<file path="config.mk">
export PLATFORM = sky130hd
export DESIGN_NAME = axi_ram_rd_arbiter
export DESIGN_NICKNAME = d
export VERILOG_FILES = /design/src/rtl/axi_ram_rd_arbiter.sv
export SDC_FILE = /design/constraint.sdc
export NUM_CORES = 1
export LEC_CHECK = 0
export CAP_MARGIN = 20
export CORE_AREA = 8 8 91 93
export CTS_CLUSTER_SIZE = 16
export DETAILED_ROUTE_END_ITERATION = 16
export DIE_AREA = 0 0 99 101
export DONT_BUFFER_PORTS = 1
export PLACE_DENSITY_LB_ADDON = 0.2
export SLEW_MARGIN = 15
export SYNTH_ARGS = -nofsm -noshare
export SYNTH_HDL_FRONTEND = slang
export SYNTH_SLANG_ARGS = --single-unit
</file>
<file path="constraint.sdc">
create_clock -name clk -period 1.2 [get_ports clk]
set_input_delay 0.24 -clock clk [delete_from_list [all_inputs] [get_ports clk]]
set_output_delay 0.24 -clock clk [all_outputs]
set_load 0.1 [all_outputs]
</file>
<file path="src/rtl/axi_ram_rd_arbiter.sv">
// Two-port round-robin read arbiter in front of a single AXI RAM read channel.
// One burst is outstanding at a time; R beats are steered to the port that owns it.
module axi_ram_rd_arbiter #(
    parameter int DATA_WIDTH = 32,
    parameter int ADDR_WIDTH = 16,
    parameter int ID_WIDTH   = 8,
    parameter int LEN_WIDTH  = 8
) (
    input  logic                    clk,
    input  logic                    rst,

    input  logic [2*ID_WIDTH-1:0]   s_axi_arid,
    input  logic [2*ADDR_WIDTH-1:0] s_axi_araddr,
    input  logic [2*LEN_WIDTH-1:0]  s_axi_arlen,
    input  logic [2*3-1:0]          s_axi_arsize,
    input  logic [2*2-1:0]          s_axi_arburst,
    input  logic [1:0]              s_axi_arvalid,
    output logic [1:0]              s_axi_arready,
    output logic [2*ID_WIDTH-1:0]   s_axi_rid,
    output logic [2*DATA_WIDTH-1:0] s_axi_rdata,
    output logic [2*2-1:0]          s_axi_rresp,
    output logic [1:0]              s_axi_rlast,
    output logic [1:0]              s_axi_rvalid,
    input  logic [1:0]              s_axi_rready,

    output logic [ID_WIDTH-1:0]     m_axi_arid,
    output logic [ADDR_WIDTH-1:0]   m_axi_araddr,
    output logic [LEN_WIDTH-1:0]    m_axi_arlen,
    output logic [2:0]              m_axi_arsize,
    output logic [1:0]              m_axi_arburst,
    output logic                    m_axi_arvalid,
    input  logic                    m_axi_arready,
    input  logic [ID_WIDTH-1:0]     m_axi_rid,
    input  logic [DATA_WIDTH-1:0]   m_axi_rdata,
    input  logic [1:0]              m_axi_rresp,
    input  logic                    m_axi_rlast,
    input  logic                    m_axi_rvalid,
    output logic                    m_axi_rready
);
    localparam int NPORTS = 2;

    typedef enum logic [1:0] {
        IDLE = 2'd0,
        ADDR = 2'd1,
        DATA = 2'd2
    } state_t;

    state_t                  state_q, state_d;
    logic                    grant_q, grant_d;
    logic                    last_grant_q, last_grant_d;
    logic                    sel;
    logic [ID_WIDTH-1:0]     arid_q, arid_d;
    logic [ADDR_WIDTH-1:0]   araddr_q, araddr_d;
    logic [LEN_WIDTH-1:0]    arlen_q, arlen_d;
    logic [2:0]              arsize_q, arsize_d;
    logic [1:0]              arburst_q, arburst_d;
    logic                    arvalid_q, arvalid_d;

    logic [ID_WIDTH-1:0]     port_arid    [NPORTS];
    logic [ADDR_WIDTH-1:0]   port_araddr  [NPORTS];
    logic [LEN_WIDTH-1:0]    port_arlen   [NPORTS];
    logic [2:0]              port_arsize  [NPORTS];
    logic [1:0]              port_arburst [NPORTS];

    // Unpack the per-port AR fields and fan the R payload out to both slots.
    generate
        for (genvar gi = 0; gi < NPORTS; gi++) begin : g_port
            assign port_arid[gi]    = s_axi_arid[gi*ID_WIDTH +: ID_WIDTH];
            assign port_araddr[gi]  = s_axi_araddr[gi*ADDR_WIDTH +: ADDR_WIDTH];
            assign port_arlen[gi]   = s_axi_arlen[gi*LEN_WIDTH +: LEN_WIDTH];
            assign port_arsize[gi]  = s_axi_arsize[gi*3 +: 3];
            assign port_arburst[gi] = s_axi_arburst[gi*2 +: 2];

            assign s_axi_rid[gi*ID_WIDTH +: ID_WIDTH]       = m_axi_rid;
            assign s_axi_rdata[gi*DATA_WIDTH +: DATA_WIDTH] = m_axi_rdata;
            assign s_axi_rresp[gi*2 +: 2]                   = m_axi_rresp;
            assign s_axi_rlast[gi]                          = m_axi_rlast;
        end
    endgenerate

    assign m_axi_arid    = arid_q;
    assign m_axi_araddr  = araddr_q;
    assign m_axi_arlen   = arlen_q;
    assign m_axi_arsize  = arsize_q;
    assign m_axi_arburst = arburst_q;
    assign m_axi_arvalid = arvalid_q;

    always_comb begin
        state_d       = state_q;
        grant_d       = grant_q;
        last_grant_d  = last_grant_q;
        arid_d        = arid_q;
        araddr_d      = araddr_q;
        arlen_d       = arlen_q;
        arsize_d      = arsize_q;
        arburst_d     = arburst_q;
        arvalid_d     = arvalid_q;
        s_axi_arready = '0;
        s_axi_rvalid  = '0;
        m_axi_rready  = 1'b0;
        // On a tie the port that did not win last time goes next.
        sel = (&s_axi_arvalid) ? ~last_grant_q : s_axi_arvalid[1];

        // Handshake outputs stay quiet while reset is held, even in IDLE.
        if (!rst) begin
            case (state_q)
                IDLE: begin
                    if (|s_axi_arvalid) begin
                        s_axi_arready[sel] = 1'b1;
                        arid_d    = port_arid[sel];
                        araddr_d  = port_araddr[sel];
                        arlen_d   = port_arlen[sel];
                        arsize_d  = port_arsize[sel];
                        arburst_d = port_arburst[sel];
                        arvalid_d = 1'b1;
                        grant_d   = sel;
                        state_d   = ADDR;
                    end
                end
                ADDR: begin
                    if (m_axi_arready) begin
                        arvalid_d = 1'b0;
                        state_d   = DATA;
                    end
                end
                DATA: begin
                    s_axi_rvalid[grant_q] = m_axi_rvalid;
                    m_axi_rready          = s_axi_rready[grant_q];
                    if (m_axi_rvalid && s_axi_rready[grant_q] && m_axi_rlast) begin
                        last_grant_d = grant_q;
                        state_d      = IDLE;
                    end
                end
                default: state_d = IDLE;
            endcase
        end
    end

    always_ff @(posedge clk) begin
        if (rst) begin
            state_q      <= IDLE;
            grant_q      <= 1'b0;
            last_grant_q <= 1'b1;
            arid_q       <= '0;
            araddr_q     <= '0;
            arlen_q      <= '0;
            arsize_q     <= '0;
            arburst_q    <= '0;
            arvalid_q    <= 1'b0;
        end else begin
            state_q      <= state_d;
            grant_q      <= grant_d;
            last_grant_q <= last_grant_d;
            arid_q       <= arid_d;
            araddr_q     <= araddr_d;
            arlen_q      <= arlen_d;
            arsize_q     <= arsize_d;
            arburst_q    <= arburst_d;
            arvalid_q    <= arvalid_d;
        end
    end

endmodule

</file>
Yosys cells after proc, flatten, opt, wreduce, memory -nomap -nowiden
Cells that the tools add are included.
{ "op_classes": {"addsub": 0, "multipliers": 0, "div": 0, "n_lt_le_gt_ge": 5, "eq_ne": 5, "n_shift": 0, "n_mux": 36, "n_bitwise": 3, "n_reduce_logical": 12} }
{ "op_table": {"columns": ["cell", "n"], "rows": [
  ["two-way mux 16 bit", 3],
  ["two-way mux 8 bit", 6],
  ["two-way mux 2 bit", 11],
  ["two-way mux 1 bit", 9],
  ["two-way mux 3 bit", 3],
  ["inequality test 2 bit (second input constant)", 3],
  ["case mux 2 bit (3 select lines)", 1],
  ["AND reduction 2 bit", 3],
  ["AND reduction 3 bit", 2],
  ["logical AND 1 bit", 4],
  ["less-than comparator 1 x 2 -> 1 bit (second input constant)", 2],
  ["bitwise AND 2 bit", 1],
  ["demux 1 bit (select 1 bit)", 2],
  ["equality test 2 x 1 -> 1 bit (second input constant)", 1],
  ["equality test 2 bit (second input constant)", 1],
  ["greater-or-equal comparator 1 bit (second input constant)", 2],
  ["greater-or-equal comparator 2 bit (second input constant)", 1],
  ["logical NOT 2 bit", 1],
  ["NOT 1 -> 2 bit", 1],
  ["case mux 1 bit (2 select lines)", 1],
  ["nonzero test 2 bit", 1],
  ["OR reduction 2 bit", 1],
  ["NOT 1 bit", 1]
]} }
{ "totals": {"ff_bits": 42, "latch_bits": 0, "ram_bits": 0, "rom_bits": 0, "out_inout_bits": 129, "elab_cells": 70, "memories": 0} }

Logic depth before layout (Yosys ltp)
{ "depth": {"word_depth": 9, "ltp_mapped": 5, "ltp_nobuf": 3} }

Least setup slack after synthesis
OpenSTA, ideal clock, no wires.
{ "synth_timing": {"kind": "flip-flop to output port", "start": "reg state_q[1]", "end": "out m_axi_rready", "t_arrival_ns": 2.137, "path_slack_ns": -1.177, "stages_incl_launch_ff": 3, "n_path_buf": 0, "path_cell_list": "dfxtp_1 > nor3b_1 > nor2b_1"} }
{ "synth_via": {"elab_chain_cells": 3} }
{ "synth_rtl": {"columns": ["element", "line_no", "text"], "rows": [
  ["from (decl)", "48", "state_t state_q, state_d;"],
  ["from (signal assigned)", "151", "state_q <= state_d;"],
  ["equality test 2 bit", "106", "case (state_q)"],
  ["two-way mux 1 bit", "106", null],
  ["two-way mux 1 bit", "105", "if (!rst) begin"],
  ["to (decl)", "38", "output logic m_axi_rready"]
]} }
No other way between the ends.

Worst setup path in the final report
{ "layout_timing": {"start": "reg state_q[1]", "end": "out s_axi_rvalid[1]"} }
{ "layout_via": {"elab_chain_cells": 3} }
{ "layout_rtl": {"columns": ["element", "line_no", "text"], "rows": [
  ["equality test 2 bit", "106", null],
  ["two-way mux 2 bit", "106", null],
  ["two-way mux 2 bit", "105", null],
  ["to (decl)", "23", "output logic [1:0] s_axi_rvalid,"]
]} }
No other way between the ends.

==> results.yml <==
grt:
  grt_max_degree: 38
  overflow: 0
  grt_pass1_wl_um: 13210
  grt_use_total_pct: 16.95
  grt_pass1_vias: 2241
  antenna_found_initial: 0
power_and_ir_drop:
  p_clk_share_pct: 17.2
  power_density_mw_per_mm2: 1522
  cell_internal_pwr_uw: 2851
  ir_worst_vdd_mv: 0.4709
  pwr-share-comb_pct: 46.7
  leakagePower_uw: 0.001304
  p_seq_share_pct: 36.1
  switching_share_pct: 44.68
  switchingPower_uw: 2303
route:
  drt_first_pass_iters: 4
  antenna_left: 0
  vias: 2100
  viasPerCell: 5.585
  wl_per_cell_um: 23.50
  wl_um: 8837
  drt_iter0_drc: 41
  drc: 0
die:
  start_util_pct: 40.44
  rows: 31
  num_io_pins: 254
  die_h_um: 101
  coreArea_sq_mm: 0.006943
  die_width_um: 99
  dieArea_sq_mm: 0.009999
synthesis:
  syn-cell-area_sq_mm: 0.002808
  synthFlopType: "dfxtp_1"
  synth_nets: 445
  synth_area_leaders: "dfxtp_1 30%, buf_4 23%, a311oi_2 16%, nand2_1 8.3%, a21oi_1 5.7%"
  synth-seq-area-share_pct: 29.95
  synth-edff-count: 0
  yosys_warnings: 0
  synth_top_area_share_pct: 29.95
  yosysMostFrequentCell: "buf_4"
  synth_commonest_cells: "86 x buf_4, 62 x nand2_1, 42 x dfxtp_1"
  yosysTopAreaCell: "dfxtp_1"
  ys_async_sr_fraction_pct: 0
  postSynthCellCount: 320
  syn_avg_cell_area_sq_um: 8.774
  ys_types: 35
  ys_seq_elements: 42
sta:
  relSlewSlack_pct: 73.95
  tns_ps: -10950
  finalHoldViolations: 0
  worst_slack_ps: -354.9
  fin_crit_sh_pct: 129.6
  rsz0062_at_grt: "true"
  worst_slew_pin_slew_ps: 380.8
  fmax_mhz: 643.1
  fin_skew_ps: 9.571
  period_needed_ps: 1555
  slew_violations: 0
  setup_viol: 43
critical_path:
  end_kind: "output pin"
  crit_path_max_fanout: 4
  r2r-start: "state_q[1]$_SDFFE_PP0P_"
  worstSetupPathType: "flop to output pin"
  required_ps: 960
  setup.worst_path.start_class: "flop"
  critPathLaunch: "state_q[1]$_SDFFE_PP0P_"
  worstPathArrival_ps: 1310
finish:
  layoutNonFillerInstCount: 376
  final_util_pct: 48.77
  final_nets: 418
  antenna_cells: 0
  fin_area_sq_mm: 0.003386
  num-fill-cells: 647
  synthToLayoutAreaGrowth_pct: 20.59
  drive_above_1_share_pct: 63.61
clocking:
  clk_pin_slew_ps: 80
  h-tree-depth: 2
  cts_tree: "yes"
  cts.sinks: 42
  insertion_delay_ps: 290
  cts_buffer_depth: 2
  cts_hold_buffers: 1
  numCtsBuffers: 5
  clock-root-buffer: "clkbuf_8"
placed_design:
  post-place-ws_ps: -301.7
  placed_cell_area_sq_mm: 0.002684
  port_buffers: 0
  dp_hpwl_um: 6043
  dp_cells: 343
  gp_congestion: 0.7584
hold_path:
  hp-start: "rst"
  hold_class: "input port to flop"
status:
  outcome: "finished, violations left"
  violations: "setup timing"
job:
  drv_cap: 0
worst paths after layout:
kind	cells past startpoint	slack, ps	to
worst max-delay path	3	-350	s_axi_rvalid[1]
worst min register to register	2	500	m_axi_arid[7]$_SDFFE_PP0P_
worst min-delay path	1	20	m_axi_araddr[5]$_SDFFE_PP0P_
worst max register to register	8	-300	m_axi_arid[0]$_SDFFE_PP0P_
cell type report:
cell class                 instances  area, sq um  area share, %
clock buffer                       8        80.08          2.365
inverter                           1        3.754         0.1109
multi-input combinational        169         1386          40.95
sequential                        42        915.9          27.05
tap                               82        102.6          3.030
timing repair buffer              74        897.1          26.50
per-layer routing:
metal  GRT usage (%)  wire length (um)  vias to the layer above
met4           5.903               147                        0
li1                -                 -                      977
met1           17.23              3086                      977
met5               0                 0                        -
met2           30.15              4667                      131
met3           7.528               935                       15
metrics by stage:
stage	hold WS (ps)	total power [uW]
2_1_floorplan	357.9	4797
3_3_place_gp	309.5	3776
3_5_place_dp	310.6	3790
4_1_cts	1.834	5232
5_1_grt	-15.35	5386
6_report	15.27	5154
critical path, stage by stage, from the launching register on:
cell     delay (ps)
dfxtp_4         380
nor3b_4         240
and3_4          230
buf_12          170
cells by family (layout without fill, tap and decap cells):
logic type,count (synthesis),after routing,share of synthesized area (%)
compound gates,79,79,27.09
buf+inv,110,83,27.85
flops,42,42,29.95
mux,2,2,0.7130
simple gates,87,88,14.39
power by group through the flow:
stage / registers [uW] / logic, uW / clock network [uW]
finish: 1860 / 2410 / 887
global route: 1880 / 2510 / 993
CTS: 1850 / 2460 / 927
detailed placement: 1870 / 1920 / 0
global placement: 1860 / 1910 / 0
floorplan: 2790 / 2010 / 0
cells in the final DEF, fill, tap and decap left out, types with 2 or more instances in the layout:
cell | Yosys | final
and3_1 | 7 | 6
nor2_1 | 4 | 3
buf_4 | 86 | 34
nor2_4 | 1 | 2
a21oi_4 | 0 | 7
buf_6 | 4 | 17
buf_16 | 0 | 2
a21oi_2 | 1 | 15
dfxtp_2 | 0 | 33
clkbuf_8 | 0 | 5
nand2_1 | 62 | 61
a21bo_1 | 2 | 2
a21oi_1 | 32 | 11
a311oi_2 | 30 | 30
buf_12 | 0 | 17
dfxtp_4 | 0 | 9
and3_4 | 1 | 2
a221o_1 | 6 | 6
buf_8 | 0 | 3
and2_4 | 1 | 3
clkbuf_1 | 4 | 3
sequential cells by signal, summed over array words and instances, names as in the netlist:
name / flops
m_axi_arlen: 8
m_axi_araddr: 16
last_grant_q: 1
m_axi_arburst: 2
grant_q: 1
state_q: 2
m_axi_arsize: 3
m_axi_arid: 8
m_axi_arvalid: 1
repair_timing:
action | in CTS | in global routing
pin swaps | 27 | 13
setup buffers | 18 | 5
cloned | 6 | 0
endpoints found under the hold margin | 3 | 25
endpoints found under the setup margin | 50 | 52
resized for setup | 62 | 24
No activity file was read; power rests on OpenSTA's default activity.
